[src/rtl/i2c_scl_gen.sv]
// -----------------------------------------------------------------------------
// i2c_scl_gen
//
// Four-phase I2C SCL generator. While cs is high, each SCL period is split
// into LOW_A, LOW_B, HIGH_A and HIGH_B quarters of (divisor+1) in_clock cycles.
// A HIGH_WAIT state sits between the low and high halves. There the generator
// releases SCL and, when STRETCH=1, waits for the synchronised bus level to go
// high. This lets a slave stretch the clock. An optional timeout aborts a
// stretch that lasts too long. A period that has started always completes
// before the generator stops. While stopped, the generator leaves SCL
// released (high).
//
// Parameters
//   DIV_W       width of the divisor port
//   STRETCH     1: wait in HIGH_WAIT for scl_sync high; 0: HIGH_WAIT is 1 cycle
//   STRETCH_TO  maximum HIGH_WAIT cycles before abort; 0 disables the timeout
//
// Ports
//   in_clock      in   reference clock, all logic on its rising edge
//   reset         in   synchronous, active-high
//   divisor       in   quarter-period length minus 1 (latched at period start)
//   cs            in   run enable
//   scl_in        in   bus SCL level, asynchronous (2-flop synchronised)
//   scl_out       out  1 = release SCL, 0 = drive low
//   tick_fall     out  pulse, first cycle of LOW_A (SCL driven low)
//   tick_low_mid  out  pulse, first cycle of LOW_B (SDA change point)
//   tick_rise     out  pulse, first cycle of HIGH_A (SCL seen high)
//   tick_high_mid out  pulse, first cycle of HIGH_B (SDA sample point)
//   busy          out  high whenever the FSM is not IDLE
//   stretched     out  high while in HIGH_WAIT with scl_sync low
//   stretch_err   out  pulse, stretch timeout abort (first IDLE cycle)
// -----------------------------------------------------------------------------
module i2c_scl_gen #(
  parameter int DIV_W      = 10,
  parameter int STRETCH    = 1,
  parameter int STRETCH_TO = 0
) (
  input  logic             in_clock,
  input  logic             reset,
  input  logic [DIV_W-1:0] divisor,
  input  logic             cs,
  input  logic             scl_in,
  output logic             scl_out,
  output logic             tick_fall,
  output logic             tick_low_mid,
  output logic             tick_rise,
  output logic             tick_high_mid,
  output logic             busy,
  output logic             stretched,
  output logic             stretch_err
);

  // The stretch counter keeps at least one bit so that the design stays legal
  // when the timeout is disabled.
  localparam int TO_W    = (STRETCH_TO > 0) ? $clog2(STRETCH_TO + 1) : 1;
  localparam int TO_LAST = (STRETCH_TO > 0) ? (STRETCH_TO - 1) : 0;
  localparam logic [TO_W-1:0] TO_LAST_V = TO_W'(TO_LAST);

  typedef enum logic [2:0] {
    IDLE      = 3'd0,
    LOW_A     = 3'd1,
    LOW_B     = 3'd2,
    HIGH_WAIT = 3'd3,
    HIGH_A    = 3'd4,
    HIGH_B    = 3'd5
  } state_t;

  state_t           state;
  logic [DIV_W-1:0] cnt;
  logic [DIV_W-1:0] div_q;
  logic [TO_W-1:0]  hw_cnt;
  logic             sync_meta;
  logic             scl_sync;
  logic             quarter_done;
  logic             wait_expired;

  // A quarter ends in the cycle where the counter reaches the latched divisor.
  assign quarter_done = (cnt == div_q);

  // HIGH_WAIT has already lasted STRETCH_TO cycles, so one more cycle would
  // exceed the limit.
  assign wait_expired = (STRETCH_TO > 0) && (hw_cnt == TO_LAST_V);

  // Two-flop synchroniser for the asynchronous bus level. It resets high
  // because a released bus reads high.
  always_ff @(posedge in_clock) begin
    if (reset) begin
      sync_meta <= 1'b1;
      scl_sync  <= 1'b1;
    end else begin
      sync_meta <= scl_in;
      scl_sync  <= sync_meta;
    end
  end

  // Phase FSM. All outputs are registered, and each strobe is set on the edge
  // that enters its state. Because of this, every strobe lines up with the
  // scl_out change it marks.
  always_ff @(posedge in_clock) begin
    if (reset) begin
      state         <= IDLE;
      scl_out       <= 1'b1;
      tick_fall     <= 1'b0;
      tick_low_mid  <= 1'b0;
      tick_rise     <= 1'b0;
      tick_high_mid <= 1'b0;
      busy          <= 1'b0;
      stretched     <= 1'b0;
      stretch_err   <= 1'b0;
      cnt           <= '0;
      div_q         <= '0;
      hw_cnt        <= '0;
    end else begin
      // Strobes are single-cycle unless a transition below re-asserts them.
      tick_fall     <= 1'b0;
      tick_low_mid  <= 1'b0;
      tick_rise     <= 1'b0;
      tick_high_mid <= 1'b0;
      stretched     <= 1'b0;
      stretch_err   <= 1'b0;

      case (state)
        IDLE: begin
          cnt    <= '0;
          hw_cnt <= '0;
          if (cs) begin
            state     <= LOW_A;
            scl_out   <= 1'b0;
            tick_fall <= 1'b1;
            busy      <= 1'b1;
            div_q     <= divisor;
          end else begin
            state   <= IDLE;
            scl_out <= 1'b1;
            busy    <= 1'b0;
          end
        end

        LOW_A: begin
          if (quarter_done) begin
            state        <= LOW_B;
            tick_low_mid <= 1'b1;
            cnt          <= '0;
          end else begin
            cnt <= cnt + DIV_W'(1'b1);
          end
        end

        LOW_B: begin
          if (quarter_done) begin
            state   <= HIGH_WAIT;
            scl_out <= 1'b1;
            cnt     <= '0;
            hw_cnt  <= '0;
            // sync_meta is the value scl_sync takes on this same edge.
            stretched <= ~sync_meta;
          end else begin
            cnt <= cnt + DIV_W'(1'b1);
          end
        end

        HIGH_WAIT: begin
          if ((STRETCH == 0) || scl_sync) begin
            state     <= HIGH_A;
            tick_rise <= 1'b1;
            hw_cnt    <= '0;
          end else if (wait_expired) begin
            // Abort the period. SCL is already released, and cs is checked
            // again in IDLE, so a restart still begins with a clean LOW_A.
            state       <= IDLE;
            busy        <= 1'b0;
            stretch_err <= 1'b1;
            hw_cnt      <= '0;
          end else begin
            hw_cnt    <= hw_cnt + TO_W'(1'b1);
            stretched <= ~sync_meta;
          end
        end

        HIGH_A: begin
          if (quarter_done) begin
            state         <= HIGH_B;
            tick_high_mid <= 1'b1;
            cnt           <= '0;
          end else begin
            cnt <= cnt + DIV_W'(1'b1);
          end
        end

        HIGH_B: begin
          if (quarter_done) begin
            cnt <= '0;
            // cs is checked only here and in IDLE. Dropping it earlier
            // still lets the current period finish.
            if (cs) begin
              state     <= LOW_A;
              scl_out   <= 1'b0;
              tick_fall <= 1'b1;
              div_q     <= divisor;
            end else begin
              state <= IDLE;
              busy  <= 1'b0;
            end
          end else begin
            cnt <= cnt + DIV_W'(1'b1);
          end
        end

        default: begin
          state   <= IDLE;
          scl_out <= 1'b1;
          busy    <= 1'b0;
          cnt     <= '0;
          hw_cnt  <= '0;
        end
      endcase
    end
  end

endmodule
[config.mk]
export PLATFORM = sky130hd
export DESIGN_NAME = i2c_scl_gen
export DESIGN_NICKNAME = d
export VERILOG_FILES = /design/src/rtl/i2c_scl_gen.sv
export SDC_FILE = /design/constraint.sdc
export NUM_CORES = 1
export LEC_CHECK = 0
export CAP_MARGIN = 40
export CORE_UTILIZATION = 42
export DETAILED_ROUTE_END_ITERATION = 10
export GPL_ROUTABILITY_DRIVEN = 0
export HOLD_SLACK_MARGIN = 0.05
export MAX_ROUTING_LAYER = met4
export PLACE_DENSITY_LB_ADDON = 0.05
export SLEW_MARGIN = 40
export SYNTH_ARGS = -nofsm -noshare
export SYNTH_HDL_FRONTEND = slang
export SYNTH_SLANG_ARGS = --single-unit
[constraint.sdc]
create_clock -name in_clock -period 4.3 [get_ports in_clock]
set_clock_uncertainty 0.1 [all_clocks]
set_input_delay 0.86 -clock in_clock [delete_from_list [all_inputs] [get_ports in_clock]]
set_output_delay 0.86 -clock in_clock [all_outputs]
set_load 0.03 [all_outputs]
==> results of run 1 <==
-- area by class of cell --
type | instances | area share
timing repair buffer | 20 | 0.1068
clock buffer | 8 | 0.04806
inverter | 7 | 0.01402
sequential | 32 | 0.3418
tap | 46 | 0.03071
multi-input combinational | 131 | 0.4586
-- through the flow --
| step | setup slack [ps] | power [uW] | cells | area, um2 |
|---|---|---|---|---|
| 6_report | 2028 | 905.5 | 244 | 1874 |
| 5_1_grt | 1944 | 970.5 | 244 | 1874 |
| 4_1_cts | 2009 | 916.4 | 244 | 1874 |
| 3_5_place_dp | 1814 | 676.3 | 236 | 1784 |
| 3_3_place_gp | 1859 | 673.7 | 236 | 1784 |
| 2_1_floorplan | 2617 | 608.6 | 179 | 1574 |
-- routing by layer --
metal	track usage	part of all wire	vias up	wire, um
li1	-	-	655	-
met1	0.2152	0.43	621	1404
met2	0.3091	0.49	36	1605
met3	0.04529	0.039	10	127
met4	0.1278	0.034	0	109
met5	-	0	-	0
-- worst paths after layout --
| path | startpoint | to | cells after the start |
|---|---|---|---|
| min reg2reg | sync_meta | scl_sync | 1 |
| max reg2reg | cnt[2] | div_q[0] | 5 |
| min | sync_meta | scl_sync | 1 |
| max | scl_out | scl_out | 1 |
-- layout by cell type (no fill, tap or decap), types with 6 or more instances in the layout --
cell type	n
sky130_fd_sc_hd__clkbuf_8	6
sky130_fd_sc_hd__clkdlybuf4s50_1	20
sky130_fd_sc_hd__dfxtp_1	32
sky130_fd_sc_hd__inv_1	6
sky130_fd_sc_hd__mux2i_1	11
sky130_fd_sc_hd__nand2_1	28
sky130_fd_sc_hd__nand4_1	9
sky130_fd_sc_hd__nor2_1	17
sky130_fd_sc_hd__xor2_1	12
-- state kept, by name, indices dropped and copies added (netlist names) --
register / cells
tick_low_mid: 1
tick_high_mid: 1
tick_rise: 1
div_q: 10
busy: 1
scl_out: 1
sync_meta: 1
stretched: 1
state: 3
cnt: 10
scl_sync: 1
tick_fall: 1
-- logic make-up after synthesis --
group,after synthesis,synth area share
compound gates,23,0.1025
xor+xnor,17,0.09936
fa+ha+maj,1,0.007948
buf+inv,16,0.04690
flops,32,0.4070
mux,11,0.06996
other cells,1,0.002382
simple gates,78,0.2639
-- power groups by stage --
stage	sequential [uW]	clock (uW)	combinational, uW
final	377	234	294
after global routing	383	261	327
after CTS	377	245	295
after detailed placement	383	0	293
after global placement	384	0	290
after floorplan	375	0	234
==> results.json, run 1 <==
{
  "outcome": "completed",
  "critical-path-slowest-cell": "sky130_fd_sc_hd__clkdlybuf4s50_1",
  "worst_hold_path_type": "reg2reg",
  "final_hold_viol_count": 0,
  "post-synth-top-area-fraction": 0.4070,
  "cts_resized": 0,
  "place.port_buffers": 20,
  "routedWlPerCell_um": 13.30,
  "hold-worst-slack_ps": 336.7,
  "global_route_wire_length_before_repair_mm": 5.727,
  "synth.area.top_cells": "sky130_fd_sc_hd__dfxtp_1 (41%), sky130_fd_sc_hd__mux2i_1 (7.0%), sky130_fd_sc_hd__nand2_1 (6.7%), sky130_fd_sc_hd__xor2_1 (6.7%), sky130_fd_sc_hd__nor2_1 (4.1%)",
  "power.share.clock": 0.259,
  "largest_net_degree_at_the_start_of_global_routing": 26,
  "vias": 1322,
  "arrival_ps": 1310,
  "count_of_flip_flops_with_a_built_in_enable_after_synthesis": 0,
  "synth.cell_area_um2": 1574,
  "areaGrowthSynthToFinish_pct": 19.08,
  "dp.final_hpwl_mm": 2.378,
  "drtAntennaViolNets": 0,
  "floorplan.die.width_um": 63.22,
  "rsz0062_at_grt": "false",
  "cellLeakagePower_uw": 0.0007603,
  "wl_mm": 3.246,
  "worst_setup_path_end_kind": "output pin",
  "synth_warnings": 0,
  "setup_total_negative_slack_ps": 0,
  "maxCapViolations": 0,
  "syn_inst": 179,
  "fraction_of_final_layout_cells_with_drive_strength_greater_than_1": 0.07071,
  "multi_input_area_um2": 859.6,
  "power_frac_comb": 0.325,
  "tritoncts": "built",
  "core-area_um2": 3468,
  "maxSlewHeadroom": 0.6311,
  "p_int_uw": 587.4,
  "first_iter_violations": 118,
  "floorplan.initialDensity": 0.4538,
  "maximum_buffer_depth_of_the_clock_tree": 2,
  "syn_nets": 194,
  "antenna_cells": 0,
  "cts.repair_timing.setup_buffer_count": 0,
  "yosys_top_cell_by_area": "sky130_fd_sc_hd__dfxtp_1",
  "p_switching_uw": 318.2,
  "critical-path-max-stage-delay_ps": 680,
  "critPathBufInv": 1,
  "sequential_cell_area_um2": 640.6,
  "clk_lat_worst_skew_ps": 280,
  "layout.core_utilization": 0.5404,
  "worst_setup_hold_path_clk_slew_ps": 60,
  "critPathRequiredTime_ps": 3340,
  "clock_sinks": 32,
  "timing.critical_path.fanout_max": 3,
  "path_cells": "clkdlybuf4s50_1",
  "cts-hold-fix-buffers": 0,
  "row_count": 21,
  "synth_commonest_cells": "sky130_fd_sc_hd__dfxtp_1 (32), sky130_fd_sc_hd__nand2_1 (28), sky130_fd_sc_hd__nor2_1 (17), sky130_fd_sc_hd__xor2_1 (12), sky130_fd_sc_hd__mux2i_1 (11)",
  "yosys_register_bits": 32,
  "viasPerCell": 5.418,
  "powerDensity_nw_per_um2": 483.1,
  "grt_antenna_before_repair": 0,
  "worstSetupPathType": "reg2out",
  "finalSetupViolations": 0,
  "design.die.area_um2": 3996,
  "ys.flop_type": "sky130_fd_sc_hd__dfxtp_1",
  "drcViolationCount": 0,
  "num-nets-final": 212,
  "clockRootBuffer": "sky130_fd_sc_hd__clkbuf_8",
  "die-height_um": 63.22,
  "vdd_ir_drop_max_uv": 239.2,
  "fmax_mhz": 440.2,
  "inserted_clock_buffers": 5,
  "post_synth_num_cell_types": 44,
  "post-route-period-util": 0.5283,
  "synth.yosys.seq_area_share": 0.4070,
  "htree_num_levels": 2,
  "power_frac_seq": 0.416,
  "synth_most_common_cell": "sky130_fd_sc_hd__dfxtp_1",
  "first_global_vias": 1220,
  "worst-slew-pin-transition_ps": 551.6,
  "final_layout_fill_cell_count": 348,
  "power.switching_fraction": 0.3514,
  "drt_pass1_iterations": 5,
  "grt.overflow.total": 0,
  "total_count_of_max_transition_violations_in_the_final_report": 0,
  "crit_path_start_kind": "register",
  "async_flop_share": 0,
  "gr-usage-all-layers": 0.1937,
  "syn-mean-instance-area_um2": 8.793,
  "worst_path_dominant_cell_family": "buffers and inverters",
  "io-pin-count": 22,
  "final.min_clock_period_ps": 2272,
  "ff2ff_setup_slack_ps": 2270
}
No activity file was read; power rests on OpenSTA's default activity.
==> run 2: changes to the inputs <==
==> constraint.sdc (replaced) <==
create_clock -name in_clock -period 2.3 [get_ports in_clock]
set_clock_uncertainty 0.1 [all_clocks]
set_input_delay 0.46 -clock in_clock [delete_from_list [all_inputs] [get_ports in_clock]]
set_output_delay 0.46 -clock in_clock [all_outputs]
set_load 0.03 [all_outputs]
==> run 2 against run 1 <==
Effect of this change:
- combinational power is 88% higher
- sequential share of layout area fell by 0.18 points
- setup slack got worse by 1600 ps
- design area rose by 0.53%
- routed wire length increased by 0.86%
- count of clock-buffer cells in the layout is 2 lower
- critical endpoint is now cnt[2]
- largest cell class unchanged
- largest power group unchanged
==> results.json, run 2 (same netlist as run 1, synthesis figures left out) <==
{
  "clk_lat_worst_skew_ps": 280,
  "ff2ff_setup_slack_ps": 390,
  "power.share.clock": 0.262,
  "setup_total_negative_slack_ps": 0,
  "gr-usage-met1": 0.2316,
  "post_dp_cell_area_um2": 1792,
  "viasPerCell": 5.351,
  "cts-hold-fix-buffers": 0,
  "global_route_wire_length_before_repair_mm": 5.830,
  "final.min_clock_period_ps": 1914,
  "floorplan.die.width_um": 63.22,
  "num-nets-final": 213,
  "cts.repair_timing.setup_buffer_count": 0,
  "rr_startpoint": "state[1]",
  "dp.final_hpwl_mm": 2.406,
  "grt.busiest_layer": "met2",
  "path_cells": "inv_1, xnor2_1, a31oi_1, nand4b_1, a31oi_1",
  "p_switching_uw": 609.3,
  "fraction_of_final_layout_cells_with_drive_strength_greater_than_1": 0.08543,
  "final_hold_viol_count": 0,
  "routedWlPerCell_um": 13.36,
  "finalNonFillerCells": 245,
  "worst_hold_path_type": "reg2reg",
  "timing.critical_path.fanout_max": 12,
  "total_count_of_max_transition_violations_in_the_final_report": 0,
  "cts_resized": 0,
  "critical-path-max-stage-delay_ps": 560,
  "tritoncts": "built",
  "critPathRequiredTime_ps": 2400,
  "maxSlewHeadroom": 0.6305,
  "design.die.area_um2": 3996,
  "power.switching_fraction": 0.3577,
  "gr-usage-met3": 0.05797,
  "io-pin-count": 22,
  "inserted_clock_buffers": 5,
  "gr-usage-all-layers": 0.1948,
  "crit_path_start_kind": "register",
  "grt.overflow.total": 0,
  "first_iter_violations": 78,
  "power_frac_seq": 0.414,
  "post-route-period-util": 0.8322,
  "critical-path-slowest-cell": "sky130_fd_sc_hd__dfxtp_1",
  "power_frac_comb": 0.324,
  "maximum_buffer_depth_of_the_clock_tree": 2,
  "drtAntennaViolNets": 0,
  "arrival_ps": 2010,
  "rsz0062_at_grt": "false",
  "final_cell_mix": "sky130_fd_sc_hd__dfxtp_1 (32), sky130_fd_sc_hd__nand2_1 (28), sky130_fd_sc_hd__clkdlybuf4s50_1 (20)",
  "worst_setup_path_end_kind": "register",
  "die-height_um": 63.22,
  "wl_mm": 3.274,
  "crit_path_end": "cnt[2]",
  "worst_setup_hold_path_clk_slew_ps": 70,
  "floorplan.initialDensity": 0.4538,
  "place_inst": 237,
  "cp_common_cell": "sky130_fd_sc_hd__a31oi_1",
  "row_count": 21,
  "cellLeakagePower_uw": 0.0007705,
  "maxCapViolations": 0,
  "place.port_buffers": 20,
  "fin_area_um2": 1884,
  "globalRouteMet2Util": 0.3038,
  "crit_path_start": "state[1]",
  "vias": 1311,
  "layout_commonest_cell": "sky130_fd_sc_hd__dfxtp_1",
  "grt_antenna_before_repair": 0,
  "p_int_uw": 1094,
  "endpoint_of_the_lowest_slack_register_to_register_path": "cnt[2]",
  "drt_pass1_iterations": 4,
  "core-area_um2": 3468,
  "drcViolationCount": 0,
  "clock_sinks": 32,
  "clockRootBuffer": "sky130_fd_sc_hd__clkbuf_8",
  "ff_to_ff_path_depth": 5,
  "fmax_mhz": 522.4,
  "areaGrowthSynthToFinish_pct": 19.71,
  "vdd_ir_drop_max_uv": 502.4,
  "antenna_cells": 0,
  "finalSetupViolations": 0,
  "outcome": "completed",
  "biggestRegsByFlops": "cnt x10, div_q x10, state x3",
  "first_global_vias": 1256,
  "worst-slew-pin-transition_ps": 551.9,
  "powerDensity_nw_per_um2": 904.1,
  "largest_net_degree_at_the_start_of_global_routing": 26,
  "htree_num_levels": 2,
  "worstSetupPathType": "reg2reg"
}
==> run 2: cell types whose count changed in the layout (fill, tap and decap cells not counted), sizes merged <==
cell    previous run  this run
clkinv             0         2
clkbuf             8         6
buf                0         1
==> run 2: area by class of cell <==
type	count	area (um2)
Clock buffer	6	82.58
Clock inverter	2	10.01
Inverter	7	26.28
Tap cell	46	57.56
Sequential cell	32	640.6
Multi-Input combinational cell	131	859.6
Timing Repair Buffer	21	207.7
Fill cell	345	1584
==> run 2: power groups by stage <==
stage | Sequential (uW) | Combinational [uW] | Clock [uW]
finish | 706 | 552 | 446
global route | 717 | 612 | 488
CTS | 707 | 554 | 456
detailed placement | 719 | 553 | 0
global placement | 718 | 542 | 0
floorplan | 701 | 437 | 0
==> run 2: worst max-delay path, delay by kind of cell, from the launching register on <==
family,cells,cell delay (ps)
AO/OA/AOI/OAI,2,600
flip-flops,1,560
XOR/XNOR,1,220
buffers and inverters,1,200
AND/OR/NAND/NOR,1,160
==> run 2: worst min-delay path by stage <==
stage | from | end | slack (ps) | depth (start not counted)
global placement | sync_meta | scl_sync | 330 | 1
global route | sync_meta | scl_sync | 360 | 1
floorplan | sync_meta | scl_sync | 310 | 1
CTS | sync_meta | scl_sync | 350 | 1
detailed placement | sync_meta | scl_sync | 330 | 1
finish | sync_meta | scl_sync | 340 | 1
==> run 2: routing by layer <==
metal,vias to the layer above,share of wire
met2,28,0.48
met3,8,0.032
met5,-,0
met1,613,0.47
li1,662,-
met4,0,0.016
==> run 2: per-stage QoR <==
stage | util | setup WS (ps) | power, uW | hold WS, ps
floorplan | - | 616.8 | 1138 | 306.3
global placement | 0.5166 | 319.5 | 1259 | 327.0
detailed placement | 0.5166 | 271.2 | 1272 | 332.1
CTS | 0.5433 | 369.4 | 1718 | 349.1
global route | 0.5433 | 148.6 | 1818 | 362.2
finish | 0.5433 | 385.8 | 1704 | 343.4
